===== config.mk =====
export PLATFORM = sky130hd
export DESIGN_NAME = id_token_counter
export DESIGN_NICKNAME = d
export VERILOG_FILES = /design/src/rtl/id_pkg.sv /design/src/rtl/char_class.sv /design/src/rtl/id_token_counter.sv
export SDC_FILE = /design/constraint.sdc
export NUM_CORES = 1
export LEC_CHECK = 0
export ABC_AREA = 1
export BUFFER_PORTS_ARGS = -buffer_cell sky130_fd_sc_hd__buf_2
export CORE_ASPECT_RATIO = 2
export CORE_MARGIN = 1.5
export CORE_UTILIZATION = 60
export CTS_BUF_LIST = sky130_fd_sc_hd__clkbuf_16
export CTS_CLUSTER_DIAMETER = 200
export DETAILED_ROUTE_END_ITERATION = 10
export PLACE_DENSITY = 0.92
export SLEW_MARGIN = 5
export SYNTH_ARGS = -nofsm -noshare
export SYNTH_HDL_FRONTEND = slang
export SYNTH_SLANG_ARGS = --single-unit

===== constraint.sdc =====
create_clock -name clk -period 2.5 [get_ports clk]
set_input_delay 0.25 -clock clk [delete_from_list [all_inputs] [get_ports clk]]
set_output_delay 0.25 -clock clk [all_outputs]
set_load 0.03 [all_outputs]

===== src/rtl/id_pkg.sv =====
// rtl/id_pkg.sv - shared character-class and state encodings for the identifier stages
package id_pkg;

  typedef enum logic [1:0] {
    CC_NONE   = 2'd0,
    CC_LETTER = 2'd1,
    CC_DIGIT  = 2'd2,
    CC_OTHER  = 2'd3
  } char_class_e;

  typedef enum logic [1:0] {
    ST_SYNC = 2'd0,
    ST_GAP  = 2'd1,
    ST_RUN  = 2'd2
  } state_e;

  function automatic logic is_alnum(input char_class_e cls);
    return (cls == CC_LETTER) || (cls == CC_DIGIT);
  endfunction

endpackage


===== src/rtl/char_class.sv =====
// rtl/char_class.sv - combinational ASCII character classifier
module char_class
  import id_pkg::*;
(
  input  logic [7:0]  char,
  output char_class_e cls
);

  always_comb begin
    cls = CC_OTHER;
    if ((char >= 8'h61 && char <= 8'h7a) || (char >= 8'h41 && char <= 8'h5a))
      cls = CC_LETTER;
    else if (char >= 8'h30 && char <= 8'h39)
      cls = CC_DIGIT;
  end

endmodule


===== src/rtl/id_token_counter.sv =====
// rtl/id_token_counter.sv - counts accepted identifier tokens and tracks their lengths
module id_token_counter
  import id_pkg::*;
#(
  parameter int CNT_W = 16,
  parameter int LEN_W = 8
) (
  input  logic             clk,
  input  logic             reset,
  input  logic [7:0]       char,
  input  logic             match,
  input  logic             clr,
  output logic             hit,
  output logic [CNT_W-1:0] count,
  output logic [LEN_W-1:0] last_len,
  output logic [LEN_W-1:0] max_len
);

  char_class_e      cls;
  state_e           state;
  logic [LEN_W-1:0] run_len;
  logic             alnum;
  logic             token_end;

  char_class u_char_class (
    .char (char),
    .cls  (cls)
  );

  assign alnum     = is_alnum(cls);
  assign token_end = (state == ST_RUN) && !alnum;

  always_ff @(posedge clk) begin
    if (reset) begin
      state    <= ST_SYNC;
      run_len  <= '0;
      hit      <= 1'b0;
      count    <= '0;
      last_len <= '0;
      max_len  <= '0;
    end else begin
      // SYNC drops whatever token straddled the reset until a separator is seen
      case (state)
        ST_SYNC: begin
          if (!alnum) state <= ST_GAP;
        end
        ST_GAP: begin
          if (alnum) begin
            state   <= ST_RUN;
            run_len <= LEN_W'(1);
          end
        end
        ST_RUN: begin
          if (alnum) begin
            if (run_len != '1) run_len <= run_len + LEN_W'(1);
          end else begin
            state   <= ST_GAP;
            run_len <= '0;
          end
        end
        default: begin
          state   <= ST_SYNC;
          run_len <= '0;
        end
      endcase

      hit <= 1'b0;
      if (clr) begin
        count    <= '0;
        last_len <= '0;
        max_len  <= '0;
      end else if (token_end && match) begin
        hit      <= 1'b1;
        last_len <= run_len;
        if (count != '1) count <= count + CNT_W'(1);
        if (run_len > max_len) max_len <= run_len;
      end
    end
  end

endmodule

# Word-level counts from Yosys, hierarchy flattened
# Index checks and enable logic that the tools add are counted.
# Widths: inputs -> output; s select.
# op_classes
n_lt_le_gt_ge	7
n_mux	10
n_bitwise	1
n_addsub	2
eq_ne	9
n_reduce_logical	15
# ops
cell	count
$mux 8	3
$pmux 8 s3	1
$add 16x1->16 const B	1
$ge 8x7->1 const B	2
$le 8x7->1 const B	2
$ne 16x16->1 const B	1
$add 8x1->8 const B	1
$ge 8x6->1 const B	1
$gt 8x8->1	1
$le 8x6->1 const B	1
$ne 8x8->1 const B	1
$mux 2	3
$reduce_and 2->1	3
$logic_and 1x1->1	5
$eq 2x1->1 const B	2
$eq 2x2->1 const B	2
$ne 2x2->1 const B	2
$pmux 2 s2	1
$reduce_or 2->1	2
$ne 3x2->1 const B	1
$reduce_and 3->1	1
$logic_not 2->1	1
$logic_or 1x1->1	2
$mux 1	2
2 further kinds	2
# word_totals
elab_cells	50
output_inout_bits	33
regBits	43

# Longest topological paths before layout
# Gate-level depths: netlist (run 1).
# depth
word_depth	10
mapped_depth	13
ltp_nobuf	12

# Cells and area by module
# A second synthesis (run 1) with hierarchy kept.
# unflattened
cells_unflattened	365
hier_area_um2	2494.9
# modules_own_cells
mod	cells_per_inst	area_per_inst_um2	n_inst	seq_area_each_um2
id_token_counter	347	2419.8	1	860.8
char_class	18	75.1	1	0.0

# Least setup slack after synthesis (run 1)
# OpenSTA, ideal clock, no wires.
# synth_timing
kind	reg-to-reg
startpoint	register count[0]
endpoint	register count[4]
slack_ns	0.615
stages_incl_launch_ff	9
setup_time_ns	0.139
arrival_ns	1.746
required_time_ns	2.361
path_buffers	1
period_less_slack_ns	1.885
cell_sequence	dfxtp_1 ha_1 nand3_2 nor3_4 and2_4 nand3b_4 buf_2 nand3_1 a21oi_2
# synth_between
elab_chain_len	2
elab_cells_between_ends	3
cone_classes	add/sub (1); eq/ne (1); reduce/logical (1)
# synth_rtl
item	line	rtl
from (decl)	id_token_counter.sv:14	output logic [CNT_W-1:0] count,
from (signal assigned)	id_token_counter.sv:75	if (count != '1) count <= count + CNT_W'(1);
branches (longest 2 deep; another with $add 16x1->16)	--	
# Parallel ways; which one is timed is not known.
# A chain may end at the register's enable or synchronous reset.

# Worst setup path after layout (run 1)
# layout_timing
startpoint	register run_len[0]
endpoint	register max_len[0]
# layout_between
elab_chain_len	2
# layout_rtl
item	line	rtl
from (decl)	id_token_counter.sv:21	logic [LEN_W-1:0] run_len;
from (signal assigned)	id_token_counter.sv:55	if (run_len != '1) run_len <= run_len + LEN_W'(1);
$gt 8x8->1	id_token_counter.sv:76	if (run_len > max_len) max_len <= run_len;
$reduce_and 2->1 (no source line)	--	
to (signal assigned)	id_token_counter.sv:76	
to (decl)	id_token_counter.sv:16	output logic [LEN_W-1:0] max_len
# Parallel ways exist; a longest one is shown, timed or not.

==> metrics.txt, run 1 <==
# TYPE chip_impl_metric gauge
chip_impl_metric{name="fin_crit_sh",unit="%"} 81.33
chip_impl_metric{name="core.rowCount",unit=""} 33
chip_impl_metric{name="synthToLayoutAreaGrowth",unit="%"} 15.71
chip_impl_metric{name="leakage",unit="nW"} 1.313
chip_impl_info{name="grt.busiest_layer",value="met2"} 1
chip_impl_metric{name="post_route_cells_drive_above_1_share",unit="%"} 17.69
chip_impl_metric{name="cts.path.max_buffers",unit=""} 2
chip_impl_info{name="timing.setup.critical_path_class",value="register to register"} 1
chip_impl_metric{name="rrSetupSlack",unit="ns"} 0.47
chip_impl_metric{name="latest_clock_arrival_within_the_worst_skew_pair",unit="ns"} 0.28
chip_impl_info{name="yosysTopAreaCell",value="sky130_fd_sc_hd__dfxtp_1"} 1
chip_impl_metric{name="transition_time_at_the_pin_with_the_least_slew_margin",unit="ns"} 0.6116
chip_impl_info{name="critical_path_cell_by_cell",value="inv_1 -> ha_1 -> inv_1 -> a21oi_1 -> o21ai_0 -> nand2_1 -> nand2_1 -> nand2_1 -> nor2_2 -> nand2_1 -> nand2_1 -> nor2_1"} 1
chip_impl_metric{name="placeableCoreArea",unit="mm2"} 0.004088
chip_impl_metric{name="worst_ep_required_time",unit="ns"} 2.68
chip_impl_metric{name="clock.fmax",unit="MHz"} 491.8
chip_impl_metric{name="power-per-cell-area",unit="mW/mm2"} 536.1
chip_impl_metric{name="synthesis.nets",unit=""} 404
chip_impl_metric{name="drtIter0Drc",unit=""} 112
chip_impl_metric{name="reg2reg_depth",unit=""} 12
chip_impl_metric{name="critical_path_fanouts_max",unit=""} 16
chip_impl_metric{name="grt_first_pass_wirelength",unit="um"} 10730
chip_impl_metric{name="cts_hold_repair.buffers",unit=""} 0
chip_impl_metric{name="synth_seq_cells",unit=""} 43
chip_impl_metric{name="num-fill-cells",unit=""} 344
chip_impl_metric{name="met3_usage",unit="%"} 4.232
chip_impl_metric{name="min_delay_path_depth",unit=""} 2
chip_impl_metric{name="cellInternalPower",unit="mW"} 1.142
chip_impl_metric{name="initial_core_util",unit="%"} 62.17
chip_impl_info{name="worstSetupEndpointType",value="register"} 1
chip_impl_metric{name="synth_cell_type_count",unit=""} 30
chip_impl_metric{name="die_area",unit="mm2"} 0.004658
chip_impl_metric{name="cts_resized",unit=""} 0
chip_impl_metric{name="worst_clock_skew",unit="ns"} 0.005036
chip_impl_info{name="tritoncts",value="built"} 1
chip_impl_metric{name="routed_wirelength",unit="um"} 6479
chip_impl_metric{name="comb_power_share",unit="%"} 14.0
chip_impl_metric{name="synthDominantCellAreaShare",unit="%"} 33.87
chip_impl_metric{name="antennaDiodeCount",unit=""} 0
chip_impl_metric{name="relSlewSlack",unit="%"} 59.18
chip_impl_info{name="hold_end",value="run_len[3]$_SDFFE_PP0P_"} 1
chip_impl_info{name="min-delay-path-class",value="input pin to register"} 1
chip_impl_metric{name="critical-path-max-stage-delay",unit="ns"} 0.48
chip_impl_metric{name="num-nets-final",unit=""} 449
chip_impl_metric{name="post-dp-hpwl",unit="um"} 4913
chip_impl_metric{name="fraction_of_the_mapped_netlist_area_in_compound_gates",unit="%"} 10.19
chip_impl_metric{name="cts_buffers",unit=""} 5
chip_impl_metric{name="drc_errors",unit=""} 0
chip_impl_info{name="area_contributors_post_synth",value="sky130_fd_sc_hd__dfxtp_1 34%, sky130_fd_sc_hd__nand2_1 15%, sky130_fd_sc_hd__nor2_1 7.2%"} 1
chip_impl_info{name="synth_top_family_by_area",value="simple AND/OR/NAND/NOR gates"} 1
chip_impl_info{name="rsz_0062_raised_after_global_routing",value="no"} 1
chip_impl_metric{name="switching_power",unit="mW"} 0.4340
chip_impl_info{name="status",value="completed"} 1
chip_impl_info{name="cts_root_buffer",value="sky130_fd_sc_hd__clkbuf_16"} 1
chip_impl_metric{name="final_hold_viol_count",unit=""} 0
chip_impl_metric{name="synthesis.instances",unit=""} 378
chip_impl_metric{name="grt.total_usage",unit="%"} 29.43
chip_impl_metric{name="critical_path_arrival",unit="ns"} 2.21
chip_impl_metric{name="vias",unit=""} 2665
chip_impl_metric{name="fin_setup_tns",unit="ns"} 0
chip_impl_metric{name="timing.critical_path.buf_inv",unit=""} 2
chip_impl_metric{name="muxShareOfSynthArea",unit="%"} 0
chip_impl_metric{name="synth_xor_xnor_area_share",unit="%"} 3.791
chip_impl_metric{name="power_switching_share",unit="%"} 27.53
chip_impl_metric{name="grtUsageMet2",unit="%"} 57.65
chip_impl_metric{name="grt_pass1_vias",unit=""} 2502
chip_impl_info{name="cp_top_family",value="simple AND/OR/NAND/NOR gates"} 1
chip_impl_metric{name="syn_area",unit="mm2"} 0.002541
chip_impl_metric{name="report.final.setup_viol",unit=""} 0
chip_impl_metric{name="grt-ovfl-total",unit=""} 0
chip_impl_metric{name="die_height",unit="um"} 95.04
chip_impl_metric{name="stdcell_area",unit="mm2"} 0.002940
chip_impl_metric{name="io-pin-count",unit=""} 45
chip_impl_metric{name="die_width",unit="um"} 49.02
chip_impl_metric{name="number_of_antenna_violations_at_the_first_check_in_global_routing",unit=""} 0
chip_impl_metric{name="numPortBuffers",unit=""} 44
chip_impl_metric{name="flop_pwr_share",unit="%"} 45.9
chip_impl_metric{name="post_synth_simple_gate_area",unit="%"} 36.34
chip_impl_metric{name="mean_instance_size_in_the_synthesized_netlist",unit="um2"} 6.723
chip_impl_metric{name="cts_sinks",unit=""} 43
chip_impl_info{name="cp_common_cell",value="sky130_fd_sc_hd__nand2_1"} 1
chip_impl_info{name="regToRegEndpoint",value="max_len[0]$_SDFFE_PP0P_"} 1
chip_impl_metric{name="drt.antenna.violating_nets",unit=""} 0
chip_impl_metric{name="ir_drop",unit="uV"} 432.7
chip_impl_metric{name="post_cts_buffers",unit=""} 0
chip_impl_metric{name="cts_htree_levels",unit=""} 2
chip_impl_info{name="worstHoldStart",value="reset"} 1
chip_impl_metric{name="total_power_consumption",unit="mW"} 1.576
chip_impl_metric{name="max_cap_viol_count",unit=""} 0
chip_impl_metric{name="timing.final.crit_period",unit="ns"} 2.033
chip_impl_metric{name="pwr-share-clk",unit="%"} 40.0
chip_impl_metric{name="gp_congestion",unit=""} 0.9511
chip_impl_metric{name="routed_wire_length_per_instance",unit="um"} 13.61
chip_impl_metric{name="synth_warnings",unit=""} 0
chip_impl_metric{name="postPlaceCellArea",unit="mm2"} 0.002799
chip_impl_metric{name="first_pass_iters",unit=""} 5
chip_impl_metric{name="groute.layer.met1.usage",unit="%"} 27.62
chip_impl_metric{name="seq_area_frac_synth",unit="%"} 33.87
chip_impl_metric{name="pin_count_of_the_biggest_net_entering_global_routing",unit=""} 21
chip_impl_metric{name="route.detailed.vias_per_inst",unit=""} 5.599
chip_impl_info{name="crit_start_category",value="register"} 1
chip_impl_metric{name="timing.final.max_slew_violations",unit=""} 0
chip_impl_metric{name="synth_adder_area_share",unit="%"} 6.893
chip_impl_info{name="critPathSlowestCell",value="sky130_fd_sc_hd__nor2_2"} 1
chip_impl_metric{name="cts.reportedPaths.clkPinSlew",unit="ns"} 0.06
chip_impl_info{name="worstReg2RegStart",value="run_len[0]$_SDFFE_PP0P_"} 1
[through the flow]
stage               cells  hold WS, ns  util, %  setup WS [ns]
finish                476       0.2135    71.93         0.4667
CTS                   476       0.2174    71.93         0.5008
global placement      468       0.4783    68.47         0.5797
floorplan             378       0.3191        -         0.6151
global route          476       0.2241    71.93         0.3105
detailed placement    468       0.4960    68.47         0.5598
[final cells by class]
class / instances / area, um2 / area share [%]
tap: 52 / 65.06 / 2.213
inverter: 47 / 176.4 / 6.000
multi-input combinational: 279 / 1454 / 49.45
clock inverter: 3 / 16.27 / 0.5532
sequential: 43 / 860.8 / 29.28
timing repair buffer: 47 / 242.7 / 8.255
clock buffer: 5 / 125.1 / 4.255
[power groups by stage]
stage	sequential [mW]	combinational (mW)	clock [mW]
after floorplan	0.736	0.165	0
after global placement	0.738	0.213	0
after detailed placement	0.738	0.218	0
after CTS	0.723	0.219	0.634
after global routing	0.726	0.255	0.662
final	0.724	0.221	0.631
[how the worst max path moves through the flow]
stage,start,endpoint,slack [ns],cells past startpoint
2_1_floorplan,count[0]$_SDFFE_PP0P_,count[4]$_SDFFE_PP0P_,0.62,8
3_3_place_gp,run_len[0]$_SDFFE_PP0P_,max_len[6]$_SDFFE_PP0P_,0.58,12
3_5_place_dp,run_len[0]$_SDFFE_PP0P_,max_len[1]$_SDFFE_PP0P_,0.56,12
4_1_cts,run_len[0]$_SDFFE_PP0P_,max_len[0]$_SDFFE_PP0P_,0.50,12
5_1_grt,run_len[0]$_SDFFE_PP0P_,max_len[3]$_SDFFE_PP0P_,0.31,12
6_report,run_len[0]$_SDFFE_PP0P_,max_len[0]$_SDFFE_PP0P_,0.47,12
[routing by layer]
metal	share of wire, %	routed length, um
met5	0	0
met4	4.8	311
met3	4.4	288
met2	56	3611
met1	35	2267
[cells by family after synthesis]
| logic type | Yosys count |
|---|---|
| DFF | 43 |
| AOI/OAI and AO/OA | 45 |
| adders and majority gates | 14 |
| buffers and inverters | 56 |
| xor gates and xnor gates | 11 |
| and+or+nand+nor | 209 |
[worst reg2reg max path: stages, from the launching register on]
cell                      delay (ns)
sky130_fd_sc_hd__dfxtp_1        0.44
sky130_fd_sc_hd__inv_1          0.15
sky130_fd_sc_hd__ha_1           0.20
sky130_fd_sc_hd__inv_1          0.05
sky130_fd_sc_hd__a21oi_1        0.05
sky130_fd_sc_hd__o21ai_0        0.14
sky130_fd_sc_hd__nand2_1        0.06
sky130_fd_sc_hd__nand2_1        0.06
sky130_fd_sc_hd__nand2_1        0.06
sky130_fd_sc_hd__nor2_2         0.48
sky130_fd_sc_hd__nand2_1        0.12
sky130_fd_sc_hd__nand2_1        0.09
sky130_fd_sc_hd__nor2_1         0.04
[flip-flops by register name, summed over array words and instances (netlist names)]
name      flops
count        16
last_len      8
max_len       8
run_len       8
state         2
hit           1
[synth_stat cells (all sizes together)]
master and instances:
nor2 52, and2 1, nand3 33, o21ai 13
dfxtp 43, inv 47, nand3b 2, nor4 1
xor2 8, nand2 105, clkbuf 1, ha 14
xnor2 3, nand4 6, buf 8, nor3 9
a21oi 32
[cells in the final DEF, fill, tap and decap left out, types with 7 or more instances in the layout]
cell type	synthesis	final
sky130_fd_sc_hd__o21ai_0	13	13
sky130_fd_sc_hd__nor2_1	49	49
sky130_fd_sc_hd__inv_1	45	46
sky130_fd_sc_hd__nand3_1	32	32
sky130_fd_sc_hd__ha_1	14	14
sky130_fd_sc_hd__xor2_1	8	8
sky130_fd_sc_hd__dfxtp_1	43	43
sky130_fd_sc_hd__nand2_1	103	103
sky130_fd_sc_hd__buf_2	4	44
sky130_fd_sc_hd__a21oi_2	9	9
sky130_fd_sc_hd__nor3_1	7	7
sky130_fd_sc_hd__a21oi_1	23	23
No activity file was read; power rests on OpenSTA's default activity.
==> inputs of run 2 (changes only) <==
--- a/config.mk
+++ b/config.mk
@@ -5,15 +5,15 @@
 export SDC_FILE = /design/constraint.sdc
 export NUM_CORES = 1
 export LEC_CHECK = 0
-export ABC_AREA = 1
+export ABC_AREA = 0
 export BUFFER_PORTS_ARGS = -buffer_cell sky130_fd_sc_hd__buf_2
 export CORE_ASPECT_RATIO = 2
 export CORE_MARGIN = 1.5
-export CORE_UTILIZATION = 60
+export CORE_UTILIZATION = 54
 export CTS_BUF_LIST = sky130_fd_sc_hd__clkbuf_16
 export CTS_CLUSTER_DIAMETER = 200
 export DETAILED_ROUTE_END_ITERATION = 10
-export PLACE_DENSITY = 0.92
+export PLACE_DENSITY = 0.86
 export SLEW_MARGIN = 5
 export SYNTH_ARGS = -nofsm -noshare
 export SYNTH_HDL_FRONTEND = slang
==> constraint.sdc (replaced) <==
create_clock -name clk -period 2.03 [get_ports clk]
set_input_delay 0.203 -clock clk [delete_from_list [all_inputs] [get_ports clk]]
set_output_delay 0.203 -clock clk [all_outputs]
set_load 0.03 [all_outputs]
==> metrics.txt, run 2 <==
# TYPE chip_impl_metric gauge
chip_impl_info{name="status",value="completed"} 1
chip_impl_metric{name="power-per-cell-area",unit="mW/mm2"} 666.8
chip_impl_info{name="critical_path_cell_by_cell",value="ha_4 -> nor2b_4 -> o211ai_1 -> a21o_1 -> a2111oi_4 -> buf_4 -> o31ai_1"} 1
chip_impl_metric{name="fraction_of_the_mapped_netlist_area_in_compound_gates",unit="%"} 16.69
chip_impl_info{name="tritoncts",value="built"} 1
chip_impl_info{name="critPathSlowestCell",value="sky130_fd_sc_hd__a2111oi_4"} 1
chip_impl_info{name="crit_start_category",value="register"} 1
chip_impl_metric{name="drt.antenna.violating_nets",unit=""} 0
chip_impl_info{name="leading_cell_types_in_the_layout_fill_and_taps_excluded",value="44 x sky130_fd_sc_hd__buf_2, 35 x sky130_fd_sc_hd__dfxtp_1, 27 x sky130_fd_sc_hd__nor2_1, 21 x sky130_fd_sc_hd__nand3_1, 18 x sky130_fd_sc_hd__buf_4"} 1
chip_impl_metric{name="latest_clock_arrival_within_the_worst_skew_pair",unit="ns"} 0.29
chip_impl_metric{name="synth_adder_area_share",unit="%"} 7.786
chip_impl_metric{name="syn_area",unit="mm2"} 0.002250
chip_impl_metric{name="cts_hold_repair.buffers",unit=""} 0
chip_impl_metric{name="synth_warnings",unit=""} 0
chip_impl_metric{name="vias",unit=""} 2173
chip_impl_metric{name="initial_core_util",unit="%"} 55.60
chip_impl_metric{name="gp_congestion",unit=""} 0.8445
chip_impl_metric{name="cts_htree_levels",unit=""} 2
chip_impl_metric{name="synth_enable_flop_cells",unit=""} 0
chip_impl_metric{name="synth_xor_xnor_area_share",unit="%"} 4.672
chip_impl_metric{name="io-pin-count",unit=""} 45
chip_impl_info{name="cts_root_buffer",value="sky130_fd_sc_hd__clkbuf_16"} 1
chip_impl_metric{name="first_pass_iters",unit=""} 5
chip_impl_metric{name="cts.path.max_buffers",unit=""} 2
chip_impl_metric{name="relSlewSlack",unit="%"} 58.26
chip_impl_metric{name="grt.total_usage",unit="%"} 26.69
chip_impl_metric{name="synth_seq_cells",unit=""} 43
chip_impl_metric{name="leakage",unit="nW"} 1.239
chip_impl_metric{name="num-fill-cells",unit=""} 319
chip_impl_info{name="synth_most_common_cell",value="sky130_fd_sc_hd__dfxtp_1"} 1
chip_impl_info{name="yosysTopAreaCell",value="sky130_fd_sc_hd__dfxtp_1"} 1
chip_impl_metric{name="cts.reportedPaths.clkPinSlew",unit="ns"} 0.06
chip_impl_info{name="most_frequent_cells_after_synthesis",value="43 x sky130_fd_sc_hd__dfxtp_1, 27 x sky130_fd_sc_hd__nor2_1, 22 x sky130_fd_sc_hd__nand3_1, 16 x sky130_fd_sc_hd__inv_1, 14 x sky130_fd_sc_hd__ha_1"} 1
chip_impl_info{name="min-delay-path-class",value="input pin to register"} 1
chip_impl_metric{name="synthToLayoutAreaGrowth",unit="%"} 26.97
chip_impl_metric{name="core.rowCount",unit=""} 33
chip_impl_metric{name="timing.critical_path.buf_inv",unit=""} 1
chip_impl_metric{name="synth_cell_type_count",unit=""} 52
chip_impl_metric{name="routed_wire_length_per_instance",unit="um"} 16.68
chip_impl_metric{name="synthesis.instances",unit=""} 251
chip_impl_metric{name="die_area",unit="mm2"} 0.004586
chip_impl_info{name="timing.setup.critical_path_class",value="register to register"} 1
chip_impl_metric{name="largest_register_ffs",unit=""} 16
chip_impl_metric{name="grt_first_pass_wirelength",unit="um"} 9308
chip_impl_metric{name="synthDominantCellAreaShare",unit="%"} 38.26
chip_impl_metric{name="cts_buffers",unit=""} 5
chip_impl_metric{name="routed_wirelength",unit="um"} 6088
chip_impl_metric{name="ir_drop",unit="uV"} 767.1
chip_impl_metric{name="worst_ep_required_time",unit="ns"} 2.18
chip_impl_metric{name="max_cap_viol_count",unit=""} 0
chip_impl_metric{name="timing.final.crit_period",unit="ns"} 2.006
chip_impl_info{name="largest_register",value="count"} 1
chip_impl_metric{name="worst_clock_skew",unit="ns"} 0.004382
chip_impl_metric{name="num-nets-final",unit=""} 338
chip_impl_metric{name="seq_area_frac_synth",unit="%"} 38.26
chip_impl_info{name="mostFrequentLayoutCell",value="sky130_fd_sc_hd__buf_2"} 1
chip_impl_metric{name="drc_errors",unit=""} 0
chip_impl_info{name="ys.flop_type",value="sky130_fd_sc_hd__dfxtp_1"} 1
chip_impl_metric{name="placeableCoreArea",unit="mm2"} 0.004046
chip_impl_metric{name="timing.final.max_slew_violations",unit=""} 0
chip_impl_metric{name="cts_sinks",unit=""} 43
chip_impl_info{name="area_contributors_post_synth",value="sky130_fd_sc_hd__dfxtp_1 38%, sky130_fd_sc_hd__ha_1 7.8%, sky130_fd_sc_hd__nand3_1 4.9%"} 1
chip_impl_metric{name="transition_time_at_the_pin_with_the_least_slew_margin",unit="ns"} 0.6260
chip_impl_metric{name="asyncSetResetFlopFracSynth",unit="%"} 0
chip_impl_metric{name="final_hold_viol_count",unit=""} 0
chip_impl_metric{name="post-dp-hpwl",unit="um"} 4289
chip_impl_metric{name="critical_path_fanouts_max",unit=""} 7
chip_impl_metric{name="hold_ws",unit="ns"} 0.2409
chip_impl_metric{name="numPortBuffers",unit=""} 44
chip_impl_metric{name="total_power_consumption",unit="mW"} 1.905
chip_impl_metric{name="rrSetupSlack",unit="ns"} 0.02
chip_impl_metric{name="critical-path-max-stage-delay",unit="ns"} 0.44
chip_impl_metric{name="report.final.setup_viol",unit=""} 0
chip_impl_metric{name="drtIter0Drc",unit=""} 91
chip_impl_metric{name="antennaDiodeCount",unit=""} 0
chip_impl_metric{name="clock.fmax",unit="MHz"} 498.4
chip_impl_metric{name="post_synth_simple_gate_area",unit="%"} 24.30
chip_impl_metric{name="post_route_cells_drive_above_1_share",unit="%"} 31.31
chip_impl_metric{name="grt-ovfl-total",unit=""} 0
chip_impl_metric{name="number_of_antenna_violations_at_the_first_check_in_global_routing",unit=""} 0
chip_impl_metric{name="die_height",unit="um"} 94.28
chip_impl_metric{name="grt_pass1_vias",unit=""} 2092
chip_impl_info{name="synth_top_family_by_area",value="simple AND/OR/NAND/NOR gates"} 1
chip_impl_metric{name="critical_path_arrival",unit="ns"} 2.15
chip_impl_metric{name="muxShareOfSynthArea",unit="%"} 3.560
chip_impl_metric{name="mean_instance_size_in_the_synthesized_netlist",unit="um2"} 8.963
chip_impl_metric{name="pin_count_of_the_biggest_net_entering_global_routing",unit=""} 32
chip_impl_info{name="cp_top_family",value="compound AO/OA/AOI/OAI gates"} 1
chip_impl_metric{name="die_width",unit="um"} 48.64
chip_impl_info{name="worstSetupEndpointType",value="register"} 1
chip_impl_metric{name="synthesis.nets",unit=""} 277
chip_impl_metric{name="fin_crit_sh",unit="%"} 98.84
chip_impl_metric{name="route.detailed.vias_per_inst",unit=""} 5.953
chip_impl_info{name="rsz_0062_raised_after_global_routing",value="yes"} 1
## run 2: cell count changes after synthesis, moves of 9 or more
cell	before	now
sky130_fd_sc_hd__a21oi_1	23	10
sky130_fd_sc_hd__nor2_1	49	27
sky130_fd_sc_hd__nand3_1	32	22
sky130_fd_sc_hd__inv_1	45	16
sky130_fd_sc_hd__nand2_1	103	12
sky130_fd_sc_hd__a21oi_2	9	0
## run 2: path summary, 6_finish.rpt
check                               start                       to  cells past startpoint
setup reg to reg  run_len[1]$_SDFFE_PP0P_  max_len[4]$_SDFFE_PP0P_                      7
hold reg to reg   max_len[2]$_SDFFE_PP0P_  max_len[2]$_SDFFE_PP0P_                      2
hold / removal                      reset    state[1]$_SDFFE_PP0P_                      2
setup / recovery  run_len[1]$_SDFFE_PP0P_  max_len[4]$_SDFFE_PP0P_                      7
## run 2: final cells by class
type	instances	area (um2)	share of cell area, %
timing repair buffer	63	366.6	12.83
multi-input combinational	183	1328	46.47
tap	52	65.06	2.278
clock inverter	3	38.79	1.358
clock buffer	5	125.1	4.380
sequential	43	873.3	30.57
inverter	16	60.06	2.102
## run 2: through the flow
step | setup TNS, ns | utilization, % | cell area [um2] | worst slack (ns) | cells
detailed placement | -0.05999 | 65.03 | 2631 | -0.02965 | 356
floorplan | 0 | - | 2260 | 0.01741 | 251
global route | -0.2720 | 70.59 | 2856 | -0.05567 | 365
CTS | 0 | 69.08 | 2795 | 0.04297 | 364
global placement | 0 | 65.03 | 2631 | 0.1224 | 356
finish | 0 | 70.59 | 2856 | 0.02353 | 365
## run 2: cell families (layout without fill, tap and decap cells)
logic type,Yosys count,in the layout
xor+xnor,12,12
fa+ha+maj,14,14
buf+inv,25,87
flops,43,43
simple gates,102,102
compound gates,47,47
mux,8,8
## run 2: power by group
part	switching (mW)	internal [mW]
combinational	0.0960	0.0546
sequential	0.00573	0.847
clock	0.327	0.574
total	0.429	1.48
## run 2: routing by layer
layer,up-vias,GRT usage [%],share of wire (%)
met5,-,0,0
met4,0,17.14,4.8
met3,24,4.459,3.7
met2,68,53.88,58
met1,1055,22.92,33
li1,1026,-,-
## run 2: timing repair
| action | 4_1_cts | 5_1_grt |
|---|---|---|
| buffers inserted | 0 | 0 |
| setup endpoints to repair | 0 | 10 |
| resized for setup | 0 | 13 |
